[src/rtl/seg7_scan_decoder.sv]
// Passive monitor that decodes a multiplexed 7-segment display bus back to per-digit hex codes.
// Optional SEG7_BLANK_DETECT_EN: treat an all-off pattern as a legal blank and expose digit_blank.
module seg7_scan_decoder #(
  parameter int NUM_DIGITS       = 7,
  parameter int SETTLE_CYCLES    = 4,
  parameter int TRANS_ACTIVE_LOW = 1,
  parameter int SEG_ACTIVE_LOW   = 1
) (
  input  logic                    clk,
  input  logic                    rst,
  input  logic [NUM_DIGITS-1:0]   trans,
  input  logic [6:0]              led7seg,
  output logic [4*NUM_DIGITS-1:0] digit_vals,
  output logic [NUM_DIGITS-1:0]   digit_valid,
`ifdef SEG7_BLANK_DETECT_EN
  output logic [NUM_DIGITS-1:0]   digit_blank,
`endif
  output logic                    frame_done,
  output logic                    pattern_err,
  output logic                    select_err
);

  localparam int IDX_W = (NUM_DIGITS > 1) ? $clog2(NUM_DIGITS) : 1;
  localparam logic [7:0] SETTLE_MAX = 8'(SETTLE_CYCLES);

  typedef enum logic [1:0] {IDLE, SETTLE, CAPTURE, HOLD} state_t;

  state_t                  state, state_next;
  logic [NUM_DIGITS-1:0]   trans_r, trans_prev, lat_trans, seen;
  logic [6:0]              seg_r, lat_seg;
  logic [IDX_W-1:0]        lat_idx, sel_idx;
  logic [7:0]              cnt;
  logic                    one_hot, multi, multi_seen, match, sel_err_next;
  logic                    glyph_ok, glyph_blank, cap_ok, frame_hit;
  logic [3:0]              glyph_code;
  logic [NUM_DIGITS-1:0]   idx_mask, seen_upd;

  // Normalise both buses to active-high at the input register
  always_ff @(posedge clk or posedge rst) begin
    if (rst) begin
      trans_r <= '0;
      seg_r   <= '0;
    end else begin
      trans_r <= (TRANS_ACTIVE_LOW != 0) ? ~trans : trans;
      seg_r   <= (SEG_ACTIVE_LOW != 0) ? ~led7seg : led7seg;
    end
  end

  always_comb begin
    one_hot = $onehot(trans_r);
    multi   = (trans_r != '0) && !one_hot;
    match   = (trans_r == lat_trans) && (seg_r == lat_seg);
    sel_idx = '0;
    for (int unsigned i = 0; i < NUM_DIGITS; i++) begin
      if (trans_r[i]) sel_idx = IDX_W'(i);
    end
  end

  always_comb begin
    glyph_ok   = 1'b1;
    glyph_code = 4'h0;
    case (lat_seg)
      7'b0111111: glyph_code = 4'h0;
      7'b0000110: glyph_code = 4'h1;
      7'b1011011: glyph_code = 4'h2;
      7'b1001111: glyph_code = 4'h3;
      7'b1100110: glyph_code = 4'h4;
      7'b1101101: glyph_code = 4'h5;
      7'b1111101: glyph_code = 4'h6;
      7'b0000111: glyph_code = 4'h7;
      7'b1111111: glyph_code = 4'h8;
      7'b1101111: glyph_code = 4'h9;
      7'b1110111: glyph_code = 4'hA;
      7'b1111100: glyph_code = 4'hB;
      7'b0111001: glyph_code = 4'hC;
      7'b1011110: glyph_code = 4'hD;
      7'b1111001: glyph_code = 4'hE;
      7'b1110001: glyph_code = 4'hF;
      default:    glyph_ok   = 1'b0;
    endcase
`ifdef SEG7_BLANK_DETECT_EN
    glyph_blank = (lat_seg == 7'b0000000);
`else
    glyph_blank = 1'b0;
`endif
  end

  always_comb begin
    state_next   = state;
    sel_err_next = 1'b0;
    case (state)
      IDLE: begin
        if (one_hot) state_next = SETTLE;
        // Re-flag only on entry to a multi-hot value or when that value changes
        else if (multi && (!multi_seen || trans_r != trans_prev)) sel_err_next = 1'b1;
      end
      SETTLE: begin
        if (!match) state_next = IDLE;
        else if (cnt >= SETTLE_MAX) state_next = CAPTURE;
      end
      CAPTURE: state_next = HOLD;
      HOLD:    if (!match) state_next = IDLE;
      default: state_next = IDLE;
    endcase
  end

  always_ff @(posedge clk or posedge rst) begin
    if (rst) begin
      state      <= IDLE;
      cnt        <= '0;
      lat_trans  <= '0;
      lat_seg    <= '0;
      lat_idx    <= '0;
      multi_seen <= 1'b0;
      trans_prev <= '0;
    end else begin
      state      <= state_next;
      multi_seen <= (state == IDLE) && multi;
      trans_prev <= trans_r;
      case (state)
        IDLE: begin
          if (one_hot) begin
            lat_trans <= trans_r;
            lat_seg   <= seg_r;
            lat_idx   <= sel_idx;
            cnt       <= 8'd1;
          end else begin
            cnt <= '0;
          end
        end
        SETTLE:  if (match && cnt < SETTLE_MAX) cnt <= cnt + 8'd1;
        default: ;
      endcase
    end
  end

  always_comb begin
    cap_ok    = (state == CAPTURE) && (glyph_ok || glyph_blank);
    idx_mask  = NUM_DIGITS'(1) << lat_idx;
    seen_upd  = seen | (cap_ok ? idx_mask : '0);
    frame_hit = cap_ok && ((seen & idx_mask) == '0) && (&seen_upd);
  end

  always_ff @(posedge clk or posedge rst) begin
    if (rst) begin
      digit_vals  <= '0;
      digit_valid <= '0;
`ifdef SEG7_BLANK_DETECT_EN
      digit_blank <= '0;
`endif
      seen        <= '0;
      frame_done  <= 1'b0;
      pattern_err <= 1'b0;
      select_err  <= 1'b0;
    end else begin
      frame_done  <= frame_hit;
      seen        <= frame_hit ? '0 : seen_upd;
      pattern_err <= (state == CAPTURE) && !glyph_ok && !glyph_blank;
      select_err  <= sel_err_next;
      if (cap_ok) begin
        digit_vals[lat_idx*4 +: 4] <= glyph_code;
        digit_valid[lat_idx]       <= !glyph_blank;
`ifdef SEG7_BLANK_DETECT_EN
        digit_blank[lat_idx]       <= glyph_blank;
`endif
      end
    end
  end

endmodule

[config.mk]
export PLATFORM = sky130hd
export DESIGN_NAME = seg7_scan_decoder
export DESIGN_NICKNAME = d
export VERILOG_FILES = /design/src/rtl/seg7_scan_decoder.sv
export SDC_FILE = /design/constraint.sdc
export NUM_CORES = 1
export LEC_CHECK = 0
export ABC_AREA = 1
export BUFFER_PORTS_ARGS = -buffer_cell sky130_fd_sc_hd__buf_2
export CELL_PAD_IN_SITES_DETAIL_PLACEMENT = 2
export CELL_PAD_IN_SITES_GLOBAL_PLACEMENT = 2
export CORE_MARGIN = 2
export CORE_UTILIZATION = 38
export CTS_BUF_LIST = sky130_fd_sc_hd__clkbuf_8 sky130_fd_sc_hd__clkbuf_16
export CTS_CLUSTER_SIZE = 40
export DETAILED_ROUTE_END_ITERATION = 10
export PLACE_DENSITY_LB_ADDON = 0.3
export SKIP_CTS_REPAIR_TIMING = 1
export SLEW_MARGIN = 5
export SYNTH_ARGS = -nofsm -noshare
export SYNTH_HDL_FRONTEND = slang
export SYNTH_SLANG_ARGS = --single-unit
[constraint.sdc]
create_clock -name clk -period 5.58 [get_ports clk]
set_input_delay 0 -clock clk [delete_from_list [all_inputs] [get_ports clk]]
set_output_delay 0 -clock clk [all_outputs]
set_load 0.01 [all_outputs]
# Word-level counts from Yosys, hierarchy flattened
# Index checks and enable logic that the tools add are counted.
[totals]
register_bits = 94
output_inout_bits = 38
elab_cells = 109
[classes]
add_sub_neg = 8
n_lt_le_gt_ge = 4
n_eq_ne = 27
n_shift = 3
n_mux = 24
n_bitwise = 5
reduce_logical = 23
[ops]
columns = ["cell", "n"]
rows = [
  ["equality test 7 bit (second input constant)", 12],
  ["one-hot mux 4 bit (15 select lines)", 1],
  ["negation 5 -> 34 bit", 1],
  ["variable shift 4 x 34 -> 28 bit (first input constant)", 1],
  ["indexed part select 4 x 34 -> 28 bit", 1],
  ["bitwise mux 28 bit", 1],
  ["one-hot mux 8 bit (2 select lines)", 1],
  ["OR reduction 16 bit", 1],
  ["equality test 7 x 3 -> 1 bit (second input constant)", 2],
  ["equality test 7 x 6 -> 1 bit (second input constant)", 2],
  ["equality test 7 bit", 2],
  ["2-to-1 mux 7 bit", 2],
  ["NOT 7 bit", 2],
  ["OR 7 bit", 2],
  ["2-to-1 mux 2 bit", 6],
  ["logical AND 1 bit", 10],
  ["2-to-1 mux 3 bit", 3],
  ["adder 8 x 1 -> 8 bit (second input constant)", 1],
  ["greater-or-equal comparator 8 x 3 -> 1 bit (second input constant)", 1],
  ["less-than comparator 8 x 3 -> 1 bit (second input constant)", 1],
  ["2-to-1 mux 8 bit", 1],
  ["one-hot mux 2 bit (4 select lines)", 1],
  ["bitwise AND 7 bit", 1],
  ["zero test 7 bit", 1],
  ["23 further kinds", 37],
]

# Logic depth before layout (Yosys ltp)
# Gate-level depths: netlist (run 1).
[logic_depth]
ltp_word = 10
ltp_mapped = 14
ltp_nobuf = 13

# Worst setup path after synthesis (run 1)
# No wires, ideal clock.
[synth_path]
path_kind = "register to register"
start = "register trans_r[1]"
end = "register lat_trans[0]"
arrival_ns = 3.321
slack_ns = 2.128
path_stages_with_launch = 14
n_path_buf = 1
cell_sequence = "dfrtp_1 -> inv_1 -> fa_1 -> fa_1 -> inv_1 -> fa_1 -> fa_1 -> nor3_1 -> inv_1 -> nor2_1 -> inv_1 -> clkbuf_1 -> nand2_1 -> o21ai_0"
[synth_between]
elab_chain_len = 5
[synth_lines]
columns = ["item", "line", "source"]
rows = [
  ["from (decl)", "29", "logic [NUM_DIGITS-1:0] trans_r, trans_prev, lat_trans, seen;"],
  ["from (signal assigned)", "44", "trans_r <= (TRANS_ACTIVE_LOW != 0) ? ~trans : trans;"],
  ["adder 1 x 1 -> 2 bit (implied by the code)", "50", "one_hot = $onehot(trans_r);"],
  ["adder 2 x 2 -> 3 bit (implied by the code)", "50", ""],
  ["adder 3 bit (implied by the code)", "50", ""],
  ["equality test 3 x 1 -> 1 bit", "50", ""],
  ["AND reduction 2 bit (no source line)", "-", ""],
  ["to (signal assigned)", "123", "lat_trans <= trans_r;"],
  ["to (decl)", "29", ""],
]
# Every way passes these cells.
# A chain may end at the register's enable or synchronous reset.

# Worst setup path after layout (run 1)
[layout_path]
start = "register trans_r[3]"
end = "register lat_idx[0]"
[layout_between]
elab_chain_len = 5
elab_cells_between_ends = 9
classes_between = "3 x add/sub; 1 x eq/ne; 4 x mux; 1 x reduce/logical"
[layout_lines]
columns = ["item", "line", "source"]
rows = [
  ["adder 1 x 1 -> 2 bit (implied by the code)", "50", ""],
  ["adder 2 x 2 -> 3 bit (implied by the code)", "50", ""],
  ["adder 3 bit (implied by the code)", "50", ""],
  ["equality test 3 x 1 -> 1 bit", "50", ""],
  ["AND reduction 2 bit (no source line)", "-", ""],
  ["to (signal assigned)", "125", "lat_idx <= sel_idx;"],
  ["to (decl)", "31", "logic [IDX_W-1:0] lat_idx, sel_idx;"],
]
# Parallel ways exist; a longest one is shown, timed or not.

==> flow_metrics.env, run 1 <==
export IMPL_drive_gt1_share_pct=15.72
export IMPL_critPathLaunchType="register"
export IMPL_drc=8
export IMPL_gp_congestion=0.8084
export IMPL_grt_total_usage_pct=20.70
export IMPL_yosysSeqAreaShare_pct=52.03
export IMPL_synth_top_area_cell="dfrtp_1"
export IMPL_clkLatencyLatePin_ps=360
export IMPL_cts_tree="done"
export IMPL_boundaryPins=54
export IMPL_hold_path_class="in -> async"
export IMPL_worst_pin_slew_ps=984.4
export IMPL_required_ps=5850
export IMPL_dr_pass1_iters=7
export IMPL_rows=39
export IMPL_dp_hpwl_mm=9.078
export IMPL_period_share_pct=70.21
export IMPL_drtAntennaViolNets=0
export IMPL_timing_rr_end="lat_idx[0]"
export IMPL_cts_buffers_inserted=9
export IMPL_synth_adder_area_share_pct=4.262
export IMPL_gr_total_overflow=0
export IMPL_synth_net_count=547
export IMPL_floorplan_initialDensity_pct=39.25
export IMPL_crit_fanout=17
export IMPL_grt_max_degree=77
export IMPL_diodes=0
export IMPL_path_class="reg -> reg"
export IMPL_area_growth_pct=18.77
export IMPL_rsz0062_at_grt="no"
export IMPL_vias_per_cell=4.974
export IMPL_num_nets_final=622
export IMPL_drt_iter0_drc=137
export IMPL_synth_area_mux_share_pct=0
export IMPL_synthCells=518
export IMPL_final_common_cell="nand2_1"
export IMPL_synthSimpleGateAreaFrac_pct=23.19
export IMPL_htreeDepth=3
export IMPL_status="finished, violations left"
export IMPL_rr_startpoint="trans_r[3]"
export IMPL_grt_pass1_vias=4059
export IMPL_violations="design-rule violations"
export IMPL_io_buffer_count=53
export IMPL_rrSetupSlack_ps=1660
export IMPL_core_area_sq_mm=0.01152
export IMPL_setup_tns_ps=0
export IMPL_end_kind="register"
export IMPL_chipWidth_microns=113.1
export IMPL_synth_ff_type="dfrtp_1"
export IMPL_synthArstFlopShare_pct=100.0
export IMPL_synth_area_per_cell_sq_um=8.727
export IMPL_power_density_mw_per_mm2=359.6
export IMPL_dieArea_sq_mm=0.01278
export IMPL_synth_compound_area_share_pct=9.134
export IMPL_relSlewSlack_pct=34.37
export IMPL_clock_root_buffer="clkbuf_16"
export IMPL_synth_xor_area_share_pct=2.712
export IMPL_vias=3686
export IMPL_timing_max_cap_violations=0
export IMPL_cts_sinks=94
export IMPL_synth_cell_types=42
export IMPL_fin_crit_ps=3918
export IMPL_worstPathArrival_ps=4190
export IMPL_timing_final_hold_violations=0
export IMPL_wl_per_cell_microns=16.38
export IMPL_ir_drop_v=0.0001918
export IMPL_final_cell_mix="109 x nand2_1, 94 x dfrtp_1, 90 x inv_1"
export IMPL_grt_pass1_wl_mm=20.80
export IMPL_clk_pin_slew_ps=60
export IMPL_yosysTopAreaCellShare_pct=52.03
export IMPL_antenna_found_initial=0
export IMPL_fmax_mhz=255.2
export IMPL_p_leak_nw=2.783
export IMPL_crit_start="trans_r[3]"
export IMPL_reg2regPathDepth=14
export IMPL_cts_buffer_depth=2
export IMPL_placedInstanceArea_sq_mm=0.004950
export IMPL_finClkSkew_ps=8.134
export IMPL_syn_cell_area_sq_mm=0.004521
export IMPL_wirelength_mm=12.14
export IMPL_synth_seq_cells=94
export IMPL_final_cell_area_sq_mm=0.005369
export IMPL_netlist_top_cells_area="dfrtp_1 52%, nand2_1 9.1%, inv_1 7.4%"
export IMPL_synth_edff_count=0
export IMPL_final_setup_viol_count=0
export IMPL_die_y_microns=113.1
export IMPL_drv_slew=0
export IMPL_synth_warnings=0
export IMPL_synth_top_family_by_area="simple AND/OR/NAND/NOR gates"
-- registers in the layout, summed over array words and instances, names as in the netlist, named ones only --
register and count:
lat_trans 7, seen 7, digit_vals 28, lat_idx 3, digit_valid 7, trans_prev 7, state 1, trans_r 7
multi_seen 1, frame_done 1, select_err 1, seg_r 7, pattern_err 1, lat_seg 7, cnt 8
-- final cells by class --
| cell class | count | area, sq um |
|---|---|---|
| Clock buffer | 10 | 239.0 |
| Clock inverter | 6 | 30.03 |
| Fill cell | 1275 | 6147 |
| Inverter | 96 | 361.6 |
| Multi-Input combinational cell | 322 | 1777 |
| Sequential cell | 94 | 2352 |
| Tap cell | 143 | 178.9 |
| Timing Repair Buffer | 70 | 430.4 |
-- power by group --
part | leakage (nW) | total, mW | switching [mW] | internal, mW
Sequential | 1.23 | 0.866 | 0.108 | 0.758
Clock | 0.141 | 0.573 | 0.264 | 0.309
Combinational | 1.41 | 0.492 | 0.342 | 0.151
-- cell usage after synthesis, types with 2 or more instances --
library cell / instances
nand3b_1: 3
o21bai_1: 7
clkbuf_1: 4
ha_1: 9
nand4_1: 6
nor3_1: 15
nor3_4: 3
o2111ai_1: 2
dfrtp_1: 94
o22ai_1: 3
nor2_2: 4
inv_1: 89
nand2_2: 2
nand3_1: 29
fa_1: 4
o21ai_0: 17
nor4_1: 2
xor2_1: 7
a21oi_1: 9
xnor2_1: 7
inv_2: 6
nor2_1: 42
nand3_2: 4
nand2_1: 109
o21ai_1: 21
o21a_1: 4
-- how the worst max path moves through the flow --
stage          slack, ps      endpoint  cells past startpoint
2_1_floorplan       2130  lat_trans[0]                     13
3_3_place_gp        1940    lat_idx[0]                     14
3_5_place_dp        1660    lat_idx[0]                     14
4_1_cts             1630    lat_idx[0]                     14
5_1_grt             1290    lat_idx[0]                     14
6_report            1660    lat_idx[0]                     14
-- worst max-delay path: stages, from the launching register on --
cell and delay [ps]:
dfrtp_1 480, inv_1 130, fa_1 470, fa_1 500, inv_1 50, fa_1 380
fa_1 440, nor3_1 280, inv_1 100, nor2_1 100, buf_4 220, inv_1 250
nor2_1 250, inv_1 80, o22ai_1 110
-- metal layers --
layer  track usage (%)  wire, microns  part of all wire (%)
met1             25.75           5291                    44
met2             36.17           6301                    52
met3             3.482            350                   2.9
met4             7.805            196                   1.6
met5                 0              0                     0
-- logic make-up (layout without fill, tap and decap cells) --
kind of cell,after synthesis,after routing
AOI/OAI and AO/OA,70,70
xor gates and xnor gates,14,14
adders and majority gates,13,13
buffers and inverters,102,182
DFF,94,94
and+or+nand+nor,225,225
-- metrics by stage --
stage          setup WS, ps  hold WS [ps]  utilization [%]  power [mW]  instances
6_report               1662         156.7            46.62       1.931        741
3_3_place_gp           1945        -38.30            42.98       1.332        710
3_5_place_dp           1659        -25.44            42.98       1.367        710
4_1_cts                1632        -404.5            45.32       1.951        726
2_1_floorplan          2128         59.41                -       1.213        518
5_1_grt                1289         185.9            46.62       2.065        741
Note: power is estimated with default switching activity, not from simulation.
==> run 2: changes to the inputs <==
- CORE_UTILIZATION: 38 -> 35
- clock period: 5.58 -> 3.68 ns (I/O delays scaled with it)
==> run 2 against run 1 <==
Net effect: the run now ends clean; non-clock buffer count increased by 3; worst setup slack got worse by 1500 ps; utilization down 3.3 points; sequential power rose by 51%; fmax up 13%; flip-flop and latch count unchanged.
==> flow_metrics.env, run 2 (same netlist as run 1, synthesis figures left out) <==
export IMPL_status="finished clean"
export IMPL_drc=0
export IMPL_required_ps=3890
export IMPL_p_leak_nw=2.814
export IMPL_cts_buffers_inserted=9
export IMPL_area_growth_pct=20.98
export IMPL_slowest_stage="fa_1"
export IMPL_worst_pin_slew_ps=709.9
export IMPL_drt_iter0_drc=92
export IMPL_grt_max_degree=59
export IMPL_floorplan_initialDensity_pct=35.82
export IMPL_final_cell_mix="109 x nand2_1, 94 x dfrtp_1, 88 x inv_1"
export IMPL_final_cell_area_sq_mm=0.005469
export IMPL_ir_drop_v=0.0002242
export IMPL_placed_cells=742
export IMPL_finalNonFillerCells=772
export IMPL_drv_slew=0
export IMPL_top_regs="digit_vals x28, cnt x8"
export IMPL_gr_total_overflow=0
export IMPL_crit_chain="inv_1, fa_1, fa_1, inv_1, fa_1, fa_1, nor3_2, inv_1, nor2_1, inv_2, buf_4, nand2_1, o21ai_0"
export IMPL_end_kind="register"
export IMPL_vias=3716
export IMPL_antenna_found_initial=0
export IMPL_grt_pass1_wl_mm=21.18
export IMPL_rsz0062_at_grt="no"
export IMPL_finClkSkew_ps=5.941
export IMPL_wirelength_mm=12.39
export IMPL_crit_fanout=13
export IMPL_dr_pass1_iters=4
export IMPL_clock_root_buffer="clkbuf_16"
export IMPL_placedInstanceArea_sq_mm=0.005010
export IMPL_htreeDepth=3
export IMPL_relSlewSlack_pct=52.68
export IMPL_hold_path_class="in -> async"
export IMPL_fmax_mhz=287.4
export IMPL_vias_per_cell=4.813
export IMPL_path_common_cell="fa_1"
export IMPL_dieArea_sq_mm=0.01384
export IMPL_io_buffer_count=53
export IMPL_timing_final_hold_violations=0
export IMPL_dp_slack_ps=81.34
export IMPL_fin_crit_ps=3480
export IMPL_power_density_mw_per_mm2=558.7
export IMPL_cts_buffer_depth=2
export IMPL_drtAntennaViolNets=0
export IMPL_drive_gt1_share_pct=16.50
export IMPL_setup_tns_ps=0
export IMPL_rr_startpoint="trans_r[1]"
export IMPL_chipWidth_microns=117.7
export IMPL_core_area_sq_mm=0.01262
export IMPL_diodes=0
export IMPL_final_common_cell="nand2_1"
export IMPL_rows=41
export IMPL_grt_pass1_vias=4157
export IMPL_crit_start="trans_r[1]"
export IMPL_gp_congestion=0.7736
export IMPL_power_total_mw=3.055
export IMPL_final_setup_viol_count=0
export IMPL_wl_per_cell_microns=16.04
export IMPL_dp_hpwl_mm=9.301
export IMPL_critPathLaunchType="register"
export IMPL_boundaryPins=54
export IMPL_period_share_pct=94.56
export IMPL_clkLatencyLatePin_ps=340
export IMPL_grt_total_usage_pct=19.08
export IMPL_timing_max_cap_violations=0
export IMPL_die_y_microns=117.7
export IMPL_clk_pin_slew_ps=60
export IMPL_cts_sinks=94
export IMPL_largest_register_ffs=28
export IMPL_num_nets_final=625
export IMPL_finalWorstSetupSlack_ps=200.4
export IMPL_worstPathArrival_ps=3690
export IMPL_cts_tree="done"
export IMPL_regMostFlops="digit_vals"
export IMPL_path_class="reg -> reg"
export IMPL_crit_path_max_incr_delay_ps=500
## run 2: report_power, final
| part | switching [mW] | internal, mW |
|---|---|---|
| combinational | 0.536 | 0.235 |
| clock | 0.384 | 0.585 |
| sequential | 0.166 | 1.15 |
| total | 1.09 | 1.97 |
## run 2: area by class of cell
cell class | count | area [sq um]
multi-input cells | 322 | 1782
flip-flops and latches | 94 | 2352
well taps | 172 | 215.2
clock buffers | 9 | 225.2
inverters | 96 | 362.8
clock inverters | 6 | 78.83
repair buffers | 73 | 452.9
fillers | 1466 | 7151
## run 2: through the flow
step / hold slack, ps / utilization [%]
floorplan: 59.41 / -
global placement: 142.3 / 39.70
detailed placement: 147.7 / 39.70
CTS: -222.2 / 42.11
global route: 336.7 / 43.34
finish: 319.7 / 43.34
## run 2: worst max-delay path, delay by kind of cell (launching register included)
family	cells	cell delay [ps]
flops	1	400
simple gates	3	430
buf+inv	5	610
compound gates	1	80
fa+ha+maj	4	1820
## run 2: path summary, 6_finish.rpt
kind,to,slack (ps),cells past startpoint
setup / recovery,lat_trans[5],200,13
hold / removal,seen[4],320,3
setup reg to reg,lat_trans[5],200,13
hold reg to reg,trans_prev[1],430,0
max in group asynchronous,digit_vals[8],2390,4
min in group clk,seg_r[5],320,3
## run 2: routing by layer
metal / wire, microns / vias up / GRT usage [%]
li1: - / 1790 / -
met4: 194 / 0 / 6.852
met2: 6616 / 51 / 34.48
met1: 5309 / 1862 / 23.01
met3: 265 / 13 / 2.810
met5: 0 / - / 0
